===== src/rtl/csr_arbiter.sv =====
// rtl/csr_arbiter.sv - two-requester CSR access arbiter with read-modify-write sequencing
module csr_arbiter #(
    parameter int FIXED_PRIO = 0
) (
    input  logic        clk,
    input  logic        reset_n,
    input  logic        rq0_valid,
    output logic        rq0_ready,
    input  logic [1:0]  rq0_op,
    input  logic [11:0] rq0_addr,
    input  logic [31:0] rq0_wdata,
    input  logic        rq1_valid,
    output logic        rq1_ready,
    input  logic [1:0]  rq1_op,
    input  logic [11:0] rq1_addr,
    input  logic [31:0] rq1_wdata,
    output logic        rsp0_valid,
    output logic [31:0] rsp0_rdata,
    output logic        rsp0_err,
    output logic        rsp1_valid,
    output logic [31:0] rsp1_rdata,
    output logic        rsp1_err,
    output logic [1:0]  csr_op,
    output logic [11:0] csr_addr,
    output logic [31:0] csr_wdata,
    input  logic [31:0] csr_rdata
);
    localparam logic [1:0] IDLE  = 2'd0;
    localparam logic [1:0] READ  = 2'd1;
    localparam logic [1:0] WRITE = 2'd2;
    localparam logic [1:0] RESP  = 2'd3;

    localparam logic [1:0] OP_WRITE = 2'b01;
    localparam logic [1:0] OP_SET   = 2'b10;
    localparam logic [1:0] OP_CLEAR = 2'b11;

    logic [1:0]  r_state;
    logic [1:0]  r_op;
    logic [11:0] r_addr;
    logic [31:0] r_wdata;
    logic [31:0] r_old;
    logic        r_gnt;
    logic        r_last;
    logic        r_err;

    logic        w_idle;
    logic        w_gnt0;
    logic        w_gnt1;
    logic        w_need_wr;
    logic        w_ro;
    logic [31:0] w_new;

    // reset_n gates the grant so ready stays low while reset is held
    assign w_idle = (r_state == IDLE) && reset_n;
    assign w_gnt0 = w_idle && rq0_valid && (!rq1_valid || (FIXED_PRIO != 0) || r_last);
    assign w_gnt1 = w_idle && rq1_valid && !w_gnt0;
    assign rq0_ready = w_gnt0;
    assign rq1_ready = w_gnt1;

    assign w_need_wr = (r_op == OP_WRITE) || (r_op[1] && (r_wdata != 32'd0));
    assign w_ro      = (r_addr[11:10] == 2'b11);

    always_comb begin
        w_new = r_old;
        case (r_op)
            OP_WRITE: w_new = r_wdata;
            OP_SET:   w_new = r_old | r_wdata;
            OP_CLEAR: w_new = r_old & ~r_wdata;
            default:  w_new = r_old;
        endcase
    end

    always_ff @(posedge clk or negedge reset_n) begin
        if (!reset_n) begin
            r_state <= IDLE;
            r_op    <= 2'b00;
            r_addr  <= 12'd0;
            r_wdata <= 32'd0;
            r_old   <= 32'd0;
            r_gnt   <= 1'b0;
            r_last  <= 1'b1;
            r_err   <= 1'b0;
        end else begin
            case (r_state)
                IDLE: begin
                    if (w_gnt0 || w_gnt1) begin
                        r_op    <= w_gnt1 ? rq1_op    : rq0_op;
                        r_addr  <= w_gnt1 ? rq1_addr  : rq0_addr;
                        r_wdata <= w_gnt1 ? rq1_wdata : rq0_wdata;
                        r_gnt   <= w_gnt1;
                        r_last  <= w_gnt1;
                        r_err   <= 1'b0;
                        r_state <= READ;
                    end
                end
                READ: begin
                    r_old <= csr_rdata;
                    if (w_need_wr && w_ro) begin
                        r_err   <= 1'b1;
                        r_state <= RESP;
                    end else if (w_need_wr) begin
                        r_state <= WRITE;
                    end else begin
                        r_state <= RESP;
                    end
                end
                WRITE:   r_state <= RESP;
                RESP: begin
                    r_err   <= 1'b0;
                    r_state <= IDLE;
                end
                default: r_state <= IDLE;
            endcase
        end
    end

    assign csr_op    = (r_state == WRITE) ? 2'b01 : 2'b00;
    assign csr_addr  = ((r_state == READ) || (r_state == WRITE)) ? r_addr : 12'd0;
    assign csr_wdata = (r_state == WRITE) ? w_new : 32'd0;

    assign rsp0_valid = (r_state == RESP) && !r_gnt;
    assign rsp1_valid = (r_state == RESP) && r_gnt;
    assign rsp0_rdata = rsp0_valid ? r_old : 32'd0;
    assign rsp1_rdata = rsp1_valid ? r_old : 32'd0;
    assign rsp0_err   = rsp0_valid && r_err;
    assign rsp1_err   = rsp1_valid && r_err;
endmodule


===== config.mk =====
export PLATFORM = sky130hd
export DESIGN_NAME = csr_arbiter
export DESIGN_NICKNAME = d
export VERILOG_FILES = /design/src/rtl/csr_arbiter.sv
export SDC_FILE = /design/constraint.sdc
export NUM_CORES = 1
export LEC_CHECK = 0
export BUFFER_PORTS_ARGS = -buffer_cell sky130_fd_sc_hd__buf_2
export CAP_MARGIN = 20
export CORE_MARGIN = 4
export CORE_UTILIZATION = 47
export DETAILED_ROUTE_END_ITERATION = 10
export GPL_ROUTABILITY_DRIVEN = 0
export PLACE_DENSITY_LB_ADDON = 0.1
export SYNTH_ARGS = -nofsm -noshare
export SYNTH_HDL_FRONTEND = slang
export SYNTH_SLANG_ARGS = --single-unit

===== constraint.sdc =====
create_clock -name clk -period 1.84 [get_ports clk]
set_input_delay 0.184 -clock clk [delete_from_list [all_inputs] [get_ports clk]]
set_output_delay 0.184 -clock clk [all_outputs]
set_load 0.005 [all_outputs]

Yosys cells after proc, flatten, opt, wreduce, memory -nomap -nowiden
Cells that the tools add are included.
- flip-flop bits (word level): 83
- bits of input ports: 128
- output and inout port bits: 116
- logic and storage cells: 59
- eq/ne operators: 9
- mux-type cells: 16
- bitwise logic cells: 3
- reduce and logical (&&, ||, !) cells: 23
- operator list (cell ; count):
    $mux 32 ; 4
    $pmux 32 s3 ; 1
    $and 32x32->32 ; 1
    $not 32->32 ; 1
    $or 32x32->32 ; 1
    $reduce_bool 32->1 ; 1
    $mux 12 ; 2
    $logic_and 1x1->1 ; 11
    $eq 2x2->1 const B ; 5
    $pmux 2 s4 ; 1
    $mux 1 ; 5
    $eq 2x1->1 const B ; 2
    $logic_or 1x1->1 ; 4
    $mux 2 ; 2
    $logic_not 1->1 ; 3
    $pmux 1 s3 ; 1
    $reduce_and 3->1 ; 1
    $reduce_bool 3->1 ; 1
    $logic_not 2->1 ; 1
    $ne 2x1->1 const B ; 1
    $ne 2x2->1 const B ; 1
    $reduce_and 2->1 ; 1

Depth between registers and ports, before layout
- word-level depth: 9
- depth in mapped cells: 8
- depth with buffers taken out: 6

Worst setup path after synthesis
No wires, ideal clock.
- kind: register -> register
- from: register r_state[0]
- to: register r_addr[0]
- setup time: 0.132 ns
- data arrival time: 1.559 ns
- data required time: 1.708 ns
- slack: 0.149 ns
- cell stages (with the launch flop): 9
- path buffers: 2
- clock period less this slack: 1.691 ns
- cells stage by stage: dfrtp_1 > inv_1 > ha_1 > nand2_1 > a211o_1 > buf_6 > buf_6 > o22ai_2 > o21ai_1
- longest elaborated chain between the ends: 8
- elaborated cells on any way between the ends: 10
- classes of those cells: 1 x mux; 9 x reduce/logical
- ends and longest elaborated chain (element ; line ; source):
    start: declaration ; 37 ; logic [1:0] r_state;
    start signal: assignment ; 75 ; r_state <= IDLE;
    start signal: assignment ; 93 ; r_state <= READ;
    start signal: assignment ; 100 ; r_state <= RESP;
    $logic_not 2->1 * ; 54, 84 ;
    $logic_and 1x1->1 ; 54 ; assign w_idle = (r_state == IDLE) && reset_n;
    $logic_and 1x1->1 (2 in a row) ; 55 ; assign w_gnt0 = w_idle && rq0_valid && (!rq1_valid || (FIXED_PRIO != 0) || r_last);
    $logic_not 1->1 ; 56 ; assign w_gnt1 = w_idle && rq1_valid && !w_gnt0;
    $logic_and 1x1->1 ; 56 ;
    $logic_or 1x1->1 ; 86 ; if (w_gnt0 || w_gnt1) begin
    $reduce_and 2->1 (no line) ; -- ;
    end signal: assignment ; 88 ; r_addr <= w_gnt1 ? rq1_addr : rq0_addr;
    end: declaration ; 39 ; logic [11:0] r_addr;
Every way passes the cells marked *; elsewhere a longest branch is shown, timed or not.
A chain may end at the register's enable or synchronous reset.

Worst setup path in the final report
- from: register r_op[1]
- to: output port csr_wdata[31]
- longest elaborated chain between the ends: 3
- elaborated cells on any way between the ends: 5
- classes of those cells: 3 x eq/ne; 2 x mux
- ends and longest elaborated chain (element ; line ; source):
    start: declaration ; 38 ; logic [1:0] r_op;
    start signal: assignment ; 87 ; r_op <= w_gnt1 ? rq1_op : rq0_op;
    $eq 2x2->1 / $eq 2x1->1 (equally long branches) ; 65 ; case (r_op)
    $pmux 32 s3 * ; 65 ;
    $mux 32 * ; 119 ; assign csr_wdata = (r_state == WRITE) ? w_new : 32'd0;
    end: declaration ; 25 ; output logic [31:0] csr_wdata,
Marks and branches as above.

==> summary.txt <==
Timing
  – Fmax: 537.4 MHz
  – Crit path time final: 1.861 ns
  – Fin. Hold Viols: 0
  – Worst rel slew slack: 61.52%
  – Fin worst setup slack: -0.02064 ns
  – Final slew viol count: 0
  – RSZ-0062 raised after global routing: yes
  – Final Setup Violations: 4
  – Worst Max-Slew Pin Slew: 0.5772 ns
  – Worst hold slack: 0.04821 ns
  – Final period utilization: 101.1%
  – Clock skew: 0.01372 ns
  – Setup TNS: -0.05242 ns

Floorplan
  – # rows: 37
  – Core ar.: 10230 um2
  – Die area: 12150 um2
  – Starting Density: 48.01%
  – DIE HEIGHT: 110.2 um
  – Die width: 110.2 um
  – Ports: 244

Synth
  – FFs w/ async S/R, synth: 100.0%
  – Most used DFF post-synth: dfrtp_1
  – Post-synth EDFFs: 0
  – Cell area after synthesis: 4912 um2
  – Synth cell types: 37
  – Syn nets: 662
  – Post-Synth Simple-Gate Area: 20.58%
  – Synth Area per Inst: 9.286 um2
  – Adder-Cell Fraction of Synth Area: 1.274%
  – Multiplexer share of the synthesized area: 7.565%
  – Post-synthesis sequential area ratio: 42.31%
  – Synth Register Bits: 83
  – Syn Inst Count: 529
  – XOR/XNOR share of the synthesized area: 0.1783%
  – YS warnings: 0
  – Synth Area in Compound Gates: 22.92%
  – Largest family of logic cells by synthesized area: compound AO/OA/AOI/OAI gates

Setup path
  – Crit. End Element: primary output
  – Cell breakdown of the critical path: xor2_4 > buf_12 > a22oi_1 > nor2b_1 > buf_2
  – Reg-to-reg startpoint: r_state[0]$_DFFE_PN0P_
  – CP delay by family, top: flip-flops
  – CP max FO: 28
  – R2R cell count: 9
  – Critical path's slowest cell: dfrtp_2
  – Critical path arrival: 1.68 ns
  – Buf/Inv on CP: 2
  – Crit path launch type: flop
  – CP max stage delay: 0.47 ns
  – Worst setup path category: flop to primary output
  – R2R Setup Slk: 0.05 ns
  – Reg-to-Reg End: r_wdata[23]$_DFFE_PN0P_
  – CP Data Required Time: 1.66 ns

Cells and area
  – Area Growth Syn to Fin: 40.80%
  – Antenna diodes: 0
  – Most common cell after layout, fill and taps aside: buf_2
  – Nets: 903
  – Most frequent cells in the layout: 240 x buf_2, 80 x dfrtp_1, 50 x o21ai_0, 50 x nand2_1, 48 x and2_1
  – Final Instance Area: 6917 um2
  – Final Util: 67.60%
  – Layout cells sized above 1: 49.29%
  – Fill count: 887

Global routing
  – Total gr overflow: 0
  – Vias in the first global route: 4686
  – Total track usage: 25.35%
  – First-pass GRT wire length: 23.69 mm
  – Largest net degree at the start of global routing: 54
  – Initial antenna violation count: 0

Clock tree
  – Htree depth: 3
  – CTS tree: yes
  – Clock sinks: 83
  – Skew-Pair Late Insertion Delay: 0.36 ns
  – CTS max path bufs: 2
  – Worst-path clk slew: 0.09 ns
  – Total CTS buffers: 9
  – Clock Tree Root: clkbuf_8

Route
  – DRC Markers: 0
  – Wirelength per Cell: 17.51 um
  – Drt first pass iters: 5
  – Drt via density: 5.414
  – Antenna Violating Nets Remaining: 0
  – Vias: 4932
  – Initial DRC count: 262
  – Drt total wl: 15.95 mm

Placed design
  – DP Wirelength: 11.47 mm
  – Port Buf Inserts: 242
  – Dpl cell area: 6301 um2

Hold path
  – Hold Path End: r_old[3]$_DFFE_PN0P_
  – Min-delay src: csr_rdata[3]
  – Hold path cells: 2
  – Hold Crit Class: input pin to flop

Power
  – LEAKAGE: 3.552 nW
  – Peak VDD IR: 870.6 uV
  – Power Dens Cells: 1653 nW/um2

Outcome
  – Status: complete, but fails checks
  – Failing checks: setup timing

Run
  – Max_cap viols: 0
-- cell usage after synthesis (7+ instances only) --
library cell	instances	area share [%]
nor2b_1	34	4.3
and3_1	33	4.2
mux2_2	33	7.6
o21ai_1	23	2.3
o22ai_2	18	4.6
o22ai_1	29	3.7
nor4_1	7	0.89
o21ai_0	55	5.6
clkbuf_1	28	2.1
buf_2	17	1.7
dfrtp_1	82	42
a22oi_1	31	4.7
and2_1	48	6.1
nand2_1	51	3.9
-- routing by layer --
metal	GRT usage [%]	vias to the layer above	wire length, um
met5	0	-	0
met4	6.157	0	162
met3	4.659	12	1181
met2	45.19	163	8183
met1	31.81	2376	6426
li1	-	2381	-
-- cells by family (layout without fill, tap and decap cells) --
group	Yosys count	after routing
flip-flops	83	83
adder cells (fa/ha/maj)	5	5
other	1	1
buffers and inverters	54	299
XOR/XNOR	1	1
AND/OR/NAND/NOR	183	184
multiplexers	33	33
AO/OA/AOI/OAI	169	169
-- area by class of cell --
cell class	instances	area, um2	share of cell area [%]
Timing Repair Buffer	278	1623	23.46
Clock buffer	11	141.4	2.044
Inverter	5	31.28	0.4522
Tap cell	136	170.2	2.460
Multi-Input combinational cell	393	2840	41.06
Clock inverter	5	30.03	0.4342
Sequential cell	83	2081	30.08
-- sequential cells by signal (all words and copies together), names as in the netlist --
name	cells
r_old	32
r_wdata	32
r_addr	12
r_op	2
r_state	2
r_err	1
r_gnt	1
r_last	1
-- repair_timing --
action	4_1_cts	5_1_grt
endpoints found under the setup margin	119	107
cloned	1	0
setup buffers	12	1
pin swaps	3	1
gates resized for setup	39	29
hold buffers	1	0
endpoints found under the hold margin	36	0
-- through the flow --
stage	total power [mW]	cells	setup WS, ns
final	11.43	911	-0.02064
after global routing	12.40	911	-0.1145
after CTS	11.38	910	-0.03068
after detailed placement	9.626	880	-0.2437
after global placement	9.420	880	-0.1132
after floorplan	7.168	529	0.1490
-- power by group --
part / internal [mW] / switching, mW / leakage, nW
registers: 2.79 / 0.964 / 0.985
clock network: 0.521 / 0.661 / 0.0851
logic: 3.31 / 3.19 / 2.48
total: 6.61 / 4.82 / 3.55
-- how the worst max path moves through the flow --
| stage | slack [ns] | cells after the start | end | startpoint |
|---|---|---|---|---|
| 2_1_floorplan | 0.15 | 8 | r_addr[0]$_DFFE_PN0P_ | r_state[0]$_DFFE_PN0P_ |
| 3_3_place_gp | -0.11 | 4 | rsp0_rdata[1] | r_state[0]$_DFFE_PN0P_ |
| 3_5_place_dp | -0.24 | 4 | rsp0_rdata[10] | r_state[1]$_DFFE_PN0P_ |
| 4_1_cts | -0.03 | 5 | csr_wdata[31] | r_op[1]$_DFFE_PN0P_ |
| 5_1_grt | -0.11 | 6 | csr_wdata[31] | r_op[1]$_DFFE_PN0P_ |
| 6_report | -0.02 | 5 | csr_wdata[31] | r_op[1]$_DFFE_PN0P_ |
Note: power is estimated with default switching activity, not from simulation.
